File: src/rtl/arb_pkg.sv
`default_nettype none
// ============================================================================
//  Module      : arb_pkg
//  Description : Shared types and helpers for the arbiter requester agent:
//                default client count, owner index type, FSM states and
//                one-hot grant decode functions.
//  Revision    : 1.0  initial release
// ============================================================================
package arb_pkg;

   localparam int N_DEF     = 8;
   // Helpers operate on a fixed maximum width; callers zero-extend narrower vectors.
   localparam int N_MAX     = 32;
   localparam int IDX_MAX_W = $clog2(N_MAX);

   typedef logic [$clog2(N_DEF)-1:0] idx_t;

   typedef enum logic [0:0] {
      IDLE  = 1'b0,
      BURST = 1'b1
   } state_t;

   // True when exactly one bit of v is set.
   function automatic logic is_onehot(input logic [N_MAX-1:0] v);
      return (v != '0) && ((v & (v - 1'b1)) == '0);
   endfunction

   // Index of the set bit of a one-hot vector (0 for an all-zero vector).
   function automatic logic [IDX_MAX_W-1:0] onehot_to_idx(input logic [N_MAX-1:0] v);
      logic [IDX_MAX_W-1:0] idx;
      idx = '0;
      for (int i = 0; i < N_MAX; i++) begin
         if (v[i]) idx = idx | IDX_MAX_W'(i);
      end
      return idx;
   endfunction

endpackage
`default_nettype wire

File: src/rtl/arb_pend_cnt.sv
`default_nettype none
// ============================================================================
//  Module      : arb_pend_cnt
//  Description : Per-client pending-job counter. Saturating up/down counter;
//                a job arriving while saturated is discarded and reported by
//                a one-cycle drop pulse.
//  Revision    : 1.0  initial release
// ============================================================================
module arb_pend_cnt #(
   parameter int CNT_W = 4
) (
   input  logic             i_clk,
   input  logic             i_rst_n,
   input  logic             i_inc,
   input  logic             i_dec,
   output logic [CNT_W-1:0] o_cnt,
   output logic             o_drop
);

   localparam logic [CNT_W-1:0] CNT_MAX = {CNT_W{1'b1}};

   logic [CNT_W-1:0] cnt_q, cnt_d;
   logic             drop_q, drop_d;

   // Next count: simultaneous enqueue and dequeue cancel; enqueue at max is dropped.
   always_comb begin
      cnt_d  = cnt_q;
      drop_d = 1'b0;
      if (i_inc && !i_dec) begin
         if (cnt_q == CNT_MAX) drop_d = 1'b1;
         else                  cnt_d  = cnt_q + 1'b1;
      end else if (!i_inc && i_dec) begin
         cnt_d = cnt_q - 1'b1;
      end
   end

   // Count and drop pulse registers.
   always_ff @(posedge i_clk or negedge i_rst_n) begin
      if (!i_rst_n) begin
         cnt_q  <= '0;
         drop_q <= 1'b0;
      end else begin
         cnt_q  <= cnt_d;
         drop_q <= drop_d;
      end
   end

   assign o_cnt  = cnt_q;
   assign o_drop = drop_q;

endmodule
`default_nettype wire

File: src/rtl/arb_requester_nbit.sv
`default_nettype none
// ============================================================================
//  Module      : arb_requester_nbit
//  Description : Requester-side agent for an N-bit fixed-priority arbiter.
//                Queues client jobs, drives the request vector, accepts the
//                registered one-hot grant, runs a fixed-length burst for the
//                owner and flags illegal grants.
//  Revision    : 1.0  initial release
// ============================================================================
module arb_requester_nbit
   import arb_pkg::*;
#(
   parameter int N        = N_DEF,
   parameter int CNT_W    = 4,
   parameter int BEAT_LEN = 4
) (
   input  logic                 i_clk,
   input  logic                 i_rst_n,
   input  logic [N-1:0]         i_job,
   output logic [N-1:0]         o_request,
   input  logic [N-1:0]         i_grant,
   output logic                 o_busy,
   output logic [$clog2(N)-1:0] o_owner,
   output logic                 o_beat_valid,
   output logic                 o_beat_last,
   output logic [N-1:0]         o_drop,
   output logic                 o_grant_err
);

   localparam int OWN_W  = $clog2(N);
   localparam int BEAT_W = (BEAT_LEN > 1) ? $clog2(BEAT_LEN) : 1;
   localparam logic [BEAT_W-1:0] BEAT_LAST = BEAT_W'(BEAT_LEN - 1);
   localparam logic [BEAT_W-1:0] BEAT_ONE  = BEAT_W'(1);

   state_t              state_q;
   logic [N-1:0]        req_q;       // drives o_request
   logic [N-1:0]        req_dly_q;   // request as seen by the arbiter's register
   logic [OWN_W-1:0]    owner_q;
   logic [BEAT_W-1:0]   beat_q;
   logic                busy_q, valid_q, last_q, gerr_q;

   logic [N-1:0][CNT_W-1:0] pend_cnt;
   logic [N-1:0]            w_pend_nz;
   logic [N-1:0]            w_dec;
   logic [IDX_MAX_W-1:0]    w_idx_full;
   logic [OWN_W-1:0]        w_grant_idx;
   logic                    w_grant_any, w_onehot, w_subset, w_accept, w_illegal;

   // Grant check: legal only in IDLE when one-hot and answering a request the arbiter saw.
   always_comb begin
      w_grant_any = |i_grant;
      w_onehot    = is_onehot(N_MAX'(i_grant));
      w_subset    = ((i_grant & ~req_dly_q) == '0);
      w_accept    = (state_q == IDLE) && w_grant_any && w_onehot && w_subset;
      w_illegal   = (state_q == IDLE) && w_grant_any && !(w_onehot && w_subset);
      w_idx_full  = onehot_to_idx(N_MAX'(i_grant));
      w_grant_idx = w_idx_full[OWN_W-1:0];
      w_dec       = w_accept ? i_grant : '0;
   end

   generate
      for (genvar k = 0; k < N; k++) begin : g_cnt
         arb_pend_cnt #(
            .CNT_W (CNT_W)
         ) u_cnt (
            .i_clk   (i_clk),
            .i_rst_n (i_rst_n),
            .i_inc   (i_job[k]),
            .i_dec   (w_dec[k]),
            .o_cnt   (pend_cnt[k]),
            .o_drop  (o_drop[k])
         );
         assign w_pend_nz[k] = |pend_cnt[k];
      end
   endgenerate

   // Control FSM with registered request, burst and error outputs.
   always_ff @(posedge i_clk or negedge i_rst_n) begin
      if (!i_rst_n) begin
         state_q   <= IDLE;
         req_q     <= '0;
         req_dly_q <= '0;
         owner_q   <= '0;
         beat_q    <= '0;
         busy_q    <= 1'b0;
         valid_q   <= 1'b0;
         last_q    <= 1'b0;
         gerr_q    <= 1'b0;
      end else begin
         req_dly_q <= req_q;
         gerr_q    <= w_illegal;
         case (state_q)
            IDLE: begin
               if (w_accept) begin
                  state_q <= BURST;
                  owner_q <= w_grant_idx;
                  beat_q  <= '0;
                  busy_q  <= 1'b1;
                  valid_q <= 1'b1;
                  last_q  <= (BEAT_LEN == 1);
                  req_q   <= '0;
               end else begin
                  req_q   <= w_pend_nz;
               end
            end
            BURST: begin
               if (beat_q == BEAT_LAST) begin
                  state_q <= IDLE;
                  busy_q  <= 1'b0;
                  valid_q <= 1'b0;
                  last_q  <= 1'b0;
                  req_q   <= w_pend_nz;
               end else begin
                  beat_q  <= beat_q + BEAT_ONE;
                  last_q  <= ((beat_q + BEAT_ONE) == BEAT_LAST);
               end
            end
            default: state_q <= IDLE;
         endcase
      end
   end

   assign o_request    = req_q;
   assign o_busy       = busy_q;
   assign o_owner      = owner_q;
   assign o_beat_valid = valid_q;
   assign o_beat_last  = last_q;
   assign o_grant_err  = gerr_q;

endmodule
`default_nettype wire

File: config.mk
export PLATFORM = sky130hd
export DESIGN_NAME = arb_requester_nbit
export DESIGN_NICKNAME = d
export VERILOG_FILES = /design/src/rtl/arb_pkg.sv /design/src/rtl/arb_pend_cnt.sv /design/src/rtl/arb_requester_nbit.sv
export SDC_FILE = /design/constraint.sdc
export NUM_CORES = 1
export LEC_CHECK = 0
export BUFFER_PORTS_ARGS = -buffer_cell sky130_fd_sc_hd__buf_2
export CORE_MARGIN = 1.5
export CORE_UTILIZATION = 45
export DETAILED_ROUTE_END_ITERATION = 16
export SLEW_MARGIN = 15
export SYNTH_ARGS = -nofsm -noshare
export SYNTH_HDL_FRONTEND = slang
export SYNTH_HIERARCHICAL = 1
export SYNTH_SLANG_ARGS = --single-unit
export TNS_END_PERCENT = 1
File: constraint.sdc
create_clock -name i_clk -period 3.7 [get_ports i_clk]
set_clock_uncertainty 0.1 [all_clocks]
set_input_delay 0.74 -clock i_clk [delete_from_list [all_inputs] [get_ports i_clk]]
set_output_delay 0.74 -clock i_clk [all_outputs]
set_load 0.005 [all_outputs]
==> results.tsv <==
stage	metric	value	unit
synth	Synth Flop Type	dfrtp_1	
pwr	Clk network pwr share	0.177	
layout	ant diodes	0	
synth	Synthesized Nets	391	
cts	clock sinks	65	
sta	hold slack	0.316	ns
global_route	initial antenna violation count	0	
sta	Worst-Margin Slew	0.744	ns
cts	postcts setup bufs	0	
critical_path	Crit. End Element	register	
critical_path	Critical Path RT	3.81	ns
global_route	met1 usage	0.247	
critical_path	Slowest-stage cell, CP	or4b_1	
synth	count leader, synth	dfrtp_1	
pwr	Internal	1.91	mW
placed_design	pre-CTS setup slack	0.107	ns
sta	Final Hold Viols	0	
placed_design	Placed Area	4340	µm²
pwr	sequential share of power	0.421	
cts	CTS resizes	0	
cts	H-tree depth	3	
placed_design	Placed Instances	499	
floorplanning	IO Count	41	
synth	synthesized area	3940	µm²
floorplanning	row count	33	
critical_path	CP max FO	7	
pwr	Psw	1.17	mW
global_route	vias in the first global route	2843	
synth	area share of the largest cell type after synthesis	0.413	
critical_path	CP startpoint kind	input pin	
sta	maximum clock frequency	0.308	GHz
critical_path	Arrival @ worst endpoint	3.36	ns
outcome	outcome	finished, final reports clean	
pwr	leak pwr	1.94	nW
critical_path	crit-path max cell delay	0.51	ns
route	DR DRC count	0	
pwr	total power	3.08	mW
cts	Hold Buf Count CTS	0	
synth	#FFs+latches synth	65	
synth	Avg Inst Size Synth	11.4	µm²
global_route	Total GRT Usage	0.184	
pwr	Comb power frac	0.402	
layout	Post-Route Utilization	0.541	
route	routed wire length	7.65	mm
global_route	first-pass GRT wire length	13.2	mm
route	DRT Pass-1 Iters	4	
placed_design	PortBufs	40	
global_route	GRT overflow	0	
placed_design	HPWL Detailed	5.77	mm
sta	Final period util	0.878	
route	via count	2885	
sta	Tmin final	3.25	ns
route	routed len/inst	14.8	µm
cts	Bufs on Longest Clock Path	2	
sta	Setup WS post-layout	0.450	ns
sta	max-slew violation count	0	
synth	dominant cell type by area after synthesis	dfrtp_1	
cts	total CTS buffers	9	
synth	Distinct cells, synth	51	
synth	synth warn	6	
layout	fin area	4510	µm²
layout	fin cells	515	
sta	endpoints failing setup	0	
floorplanning	Die Y-Extent	96.6	µm
sta	setup tns final	0	ns
critical_path	Crit Path Category	in -> reg	
route	Routed Antenna Nets	0	
floorplanning	initial core utilization	0.472	
cts	Skew-Pair Late Insertion Delay	0.33	ns
synth	Gate Count Post-Synth	347	
job	max-cap viol count	0	
pwr	VDD IR max	0.317	mV
layout	layout cells sized above 1	0.327	
synth	synth cell count leaders	dfrtp_1 (65), nand2_1 (21), ha_1 (18), inv_1 (18), o22a_1 (16)	
route	via/cell ratio	5.60	
cts	CTS tree	built	
cts	clock-pin slew on the worst setup and hold paths	0.07	ns
critical_path	crit path buf inv count	1	
sta	worst rel slew slack	0.504	
global_route	GR peak layer	met2	
global_route	met3 GRT Util	0.0430	
critical_path	crit-path leading delay family	simple AND/OR/NAND/NOR gates	
floorplanning	die width	96.6	µm
hold_path	Hold WC Path Type	reg -> reg	
synth	sequential share of the synthesized area	0.413	
critical_path	crit path cell chain	buf_2 -> or4b_1 -> o21ai_0 -> a32o_2 -> nand3_1 -> nor3_1 -> nand2b_2 -> ha_1 -> a21o_1 -> a21oi_4 -> mux2i_1 -> mux2_2	
synth	Synth async-reset ratio	1.00	
floorplanning	Std-Cell Core Area	8340	µm²
cts	clock root buffer master	clkbuf_8	
sta	RSZ-0062 raised after global routing	false	
synth	Post-synth EDFFs	0	
synth	top post-synthesis cells by area	dfrtp_1 (41%), ha_1 (5.7%), fa_1 (4.1%)	
layout	Layout Area Growth over Synthesis	14.5	%
pwr	PD cells	683	nW/µm²
route	initial drt markers	65	
global_route	largest net degree at the start of global routing	34	
global_route	met2 Track Usage GR	0.287	
floorplanning	Die Area	9330	µm²
pwr	Sw Share	0.380	
layout	Final nets	449	
placed_design	routability congestion estimate	0.813	
==> flip-flops by register name, indices dropped and copies added, names as in the netlist <==
signal and cells:
beat_q 2, o_grant_err 1, g_cnt.u_cnt/o_drop 8, o_owner 3
state_q 1, o_beat_valid 1, req_dly_q 8, o_beat_last 1
g_cnt.u_cnt/o_cnt 32, o_request 8
==> final timing paths <==
path | start | endpoint | slack (ns) | cells after the start
min | o_request[3] | req_dly_q[3] | 0.32 | 0
max reg2reg | req_dly_q[1] | g_cnt[7].u_cnt/o_cnt[3] | 0.84 | 10
max | i_grant[4] | g_cnt[7].u_cnt/o_cnt[3] | 0.45 | 12
min in group asynchronous | i_rst_n | g_cnt[7].u_cnt/o_drop | 0.36 | 1
min reg2reg | o_request[3] | req_dly_q[3] | 0.32 | 0
max in group asynchronous | i_rst_n | beat_q[0] | 2.39 | 2
==> cells in the final DEF (no fill, tap or decap), types with 3 or more instances in the layout <==
| cell type | netlist | final |
|---|---|---|
| dfrtp_1 | 65 | 65 |
| buf_2 | 0 | 40 |
| nand2_1 | 21 | 21 |
| inv_1 | 18 | 18 |
| ha_1 | 18 | 18 |
| o22a_1 | 16 | 16 |
| buf_4 | 1 | 14 |
| mux2_2 | 13 | 13 |
| clkbuf_8 | 0 | 11 |
| nor2_1 | 10 | 10 |
| a21oi_1 | 10 | 10 |
| nor4_1 | 9 | 9 |
| nor3_1 | 8 | 8 |
| o211ai_1 | 8 | 8 |
| nand4_1 | 8 | 8 |
| nand2b_1 | 8 | 8 |
| xor2_1 | 8 | 8 |
| fa_1 | 8 | 8 |
| and3_1 | 7 | 7 |
| mux2i_1 | 7 | 7 |
| a211oi_1 | 6 | 6 |
| o21ai_0 | 5 | 5 |
| o31ai_2 | 5 | 5 |
| nor2b_4 | 5 | 5 |
| inv_2 | 5 | 5 |
| nand3_2 | 5 | 5 |
| a21oi_2 | 5 | 5 |
| a2111oi_2 | 5 | 5 |
| and4_1 | 5 | 5 |
| nor2b_1 | 5 | 5 |
| and4_2 | 5 | 5 |
| nor4_2 | 5 | 5 |
| o22ai_1 | 4 | 4 |
| a31oi_1 | 4 | 4 |
| clkinv_2 | 0 | 3 |
| nand2b_2 | 3 | 3 |
| a21o_1 | 3 | 3 |
| a21oi_4 | 3 | 3 |
| and2b_1 | 3 | 3 |
==> layer usage <==
layer	wire, µm	vias up
met4	95	0
met3	302	8
met1	3730	1401
met5	0	-
li1	-	1434
met2	3520	42
==> power groups by stage <==
stage,clock [mW],combinational (mW),sequential [mW]
final,0.544,1.24,1.30
after global routing,0.600,1.40,1.35
after CTS,0.559,1.26,1.30
after detailed placement,0,1.25,1.31
after global placement,0,1.22,1.31
after floorplan,0,0.983,1.24
==> layout make-up <==
class,instances,area [µm²]
Timing Repair Buffer,54,305
Multi-Input combinational cell,252,2190
Fill cell,730,3830
Clock buffer,13,159
Sequential cell,65,1630
Clock inverter,3,15.0
Inverter,23,86.3
Tap cell,105,131
==> cells by family after synthesis <==
| logic type | count (synthesis) | share of synthesized area |
|---|---|---|
| AO/OA/AOI/OAI | 82 | 0.182 |
| AND/OR/NAND/NOR | 115 | 0.201 |
| multiplexers | 20 | 0.0549 |
| adder cells (fa/ha/maj) | 26 | 0.0978 |
| flip-flops | 65 | 0.413 |
| XOR/XNOR | 9 | 0.0200 |
| buffers and inverters | 30 | 0.0314 |
Power figures use the tool's default switching activity.
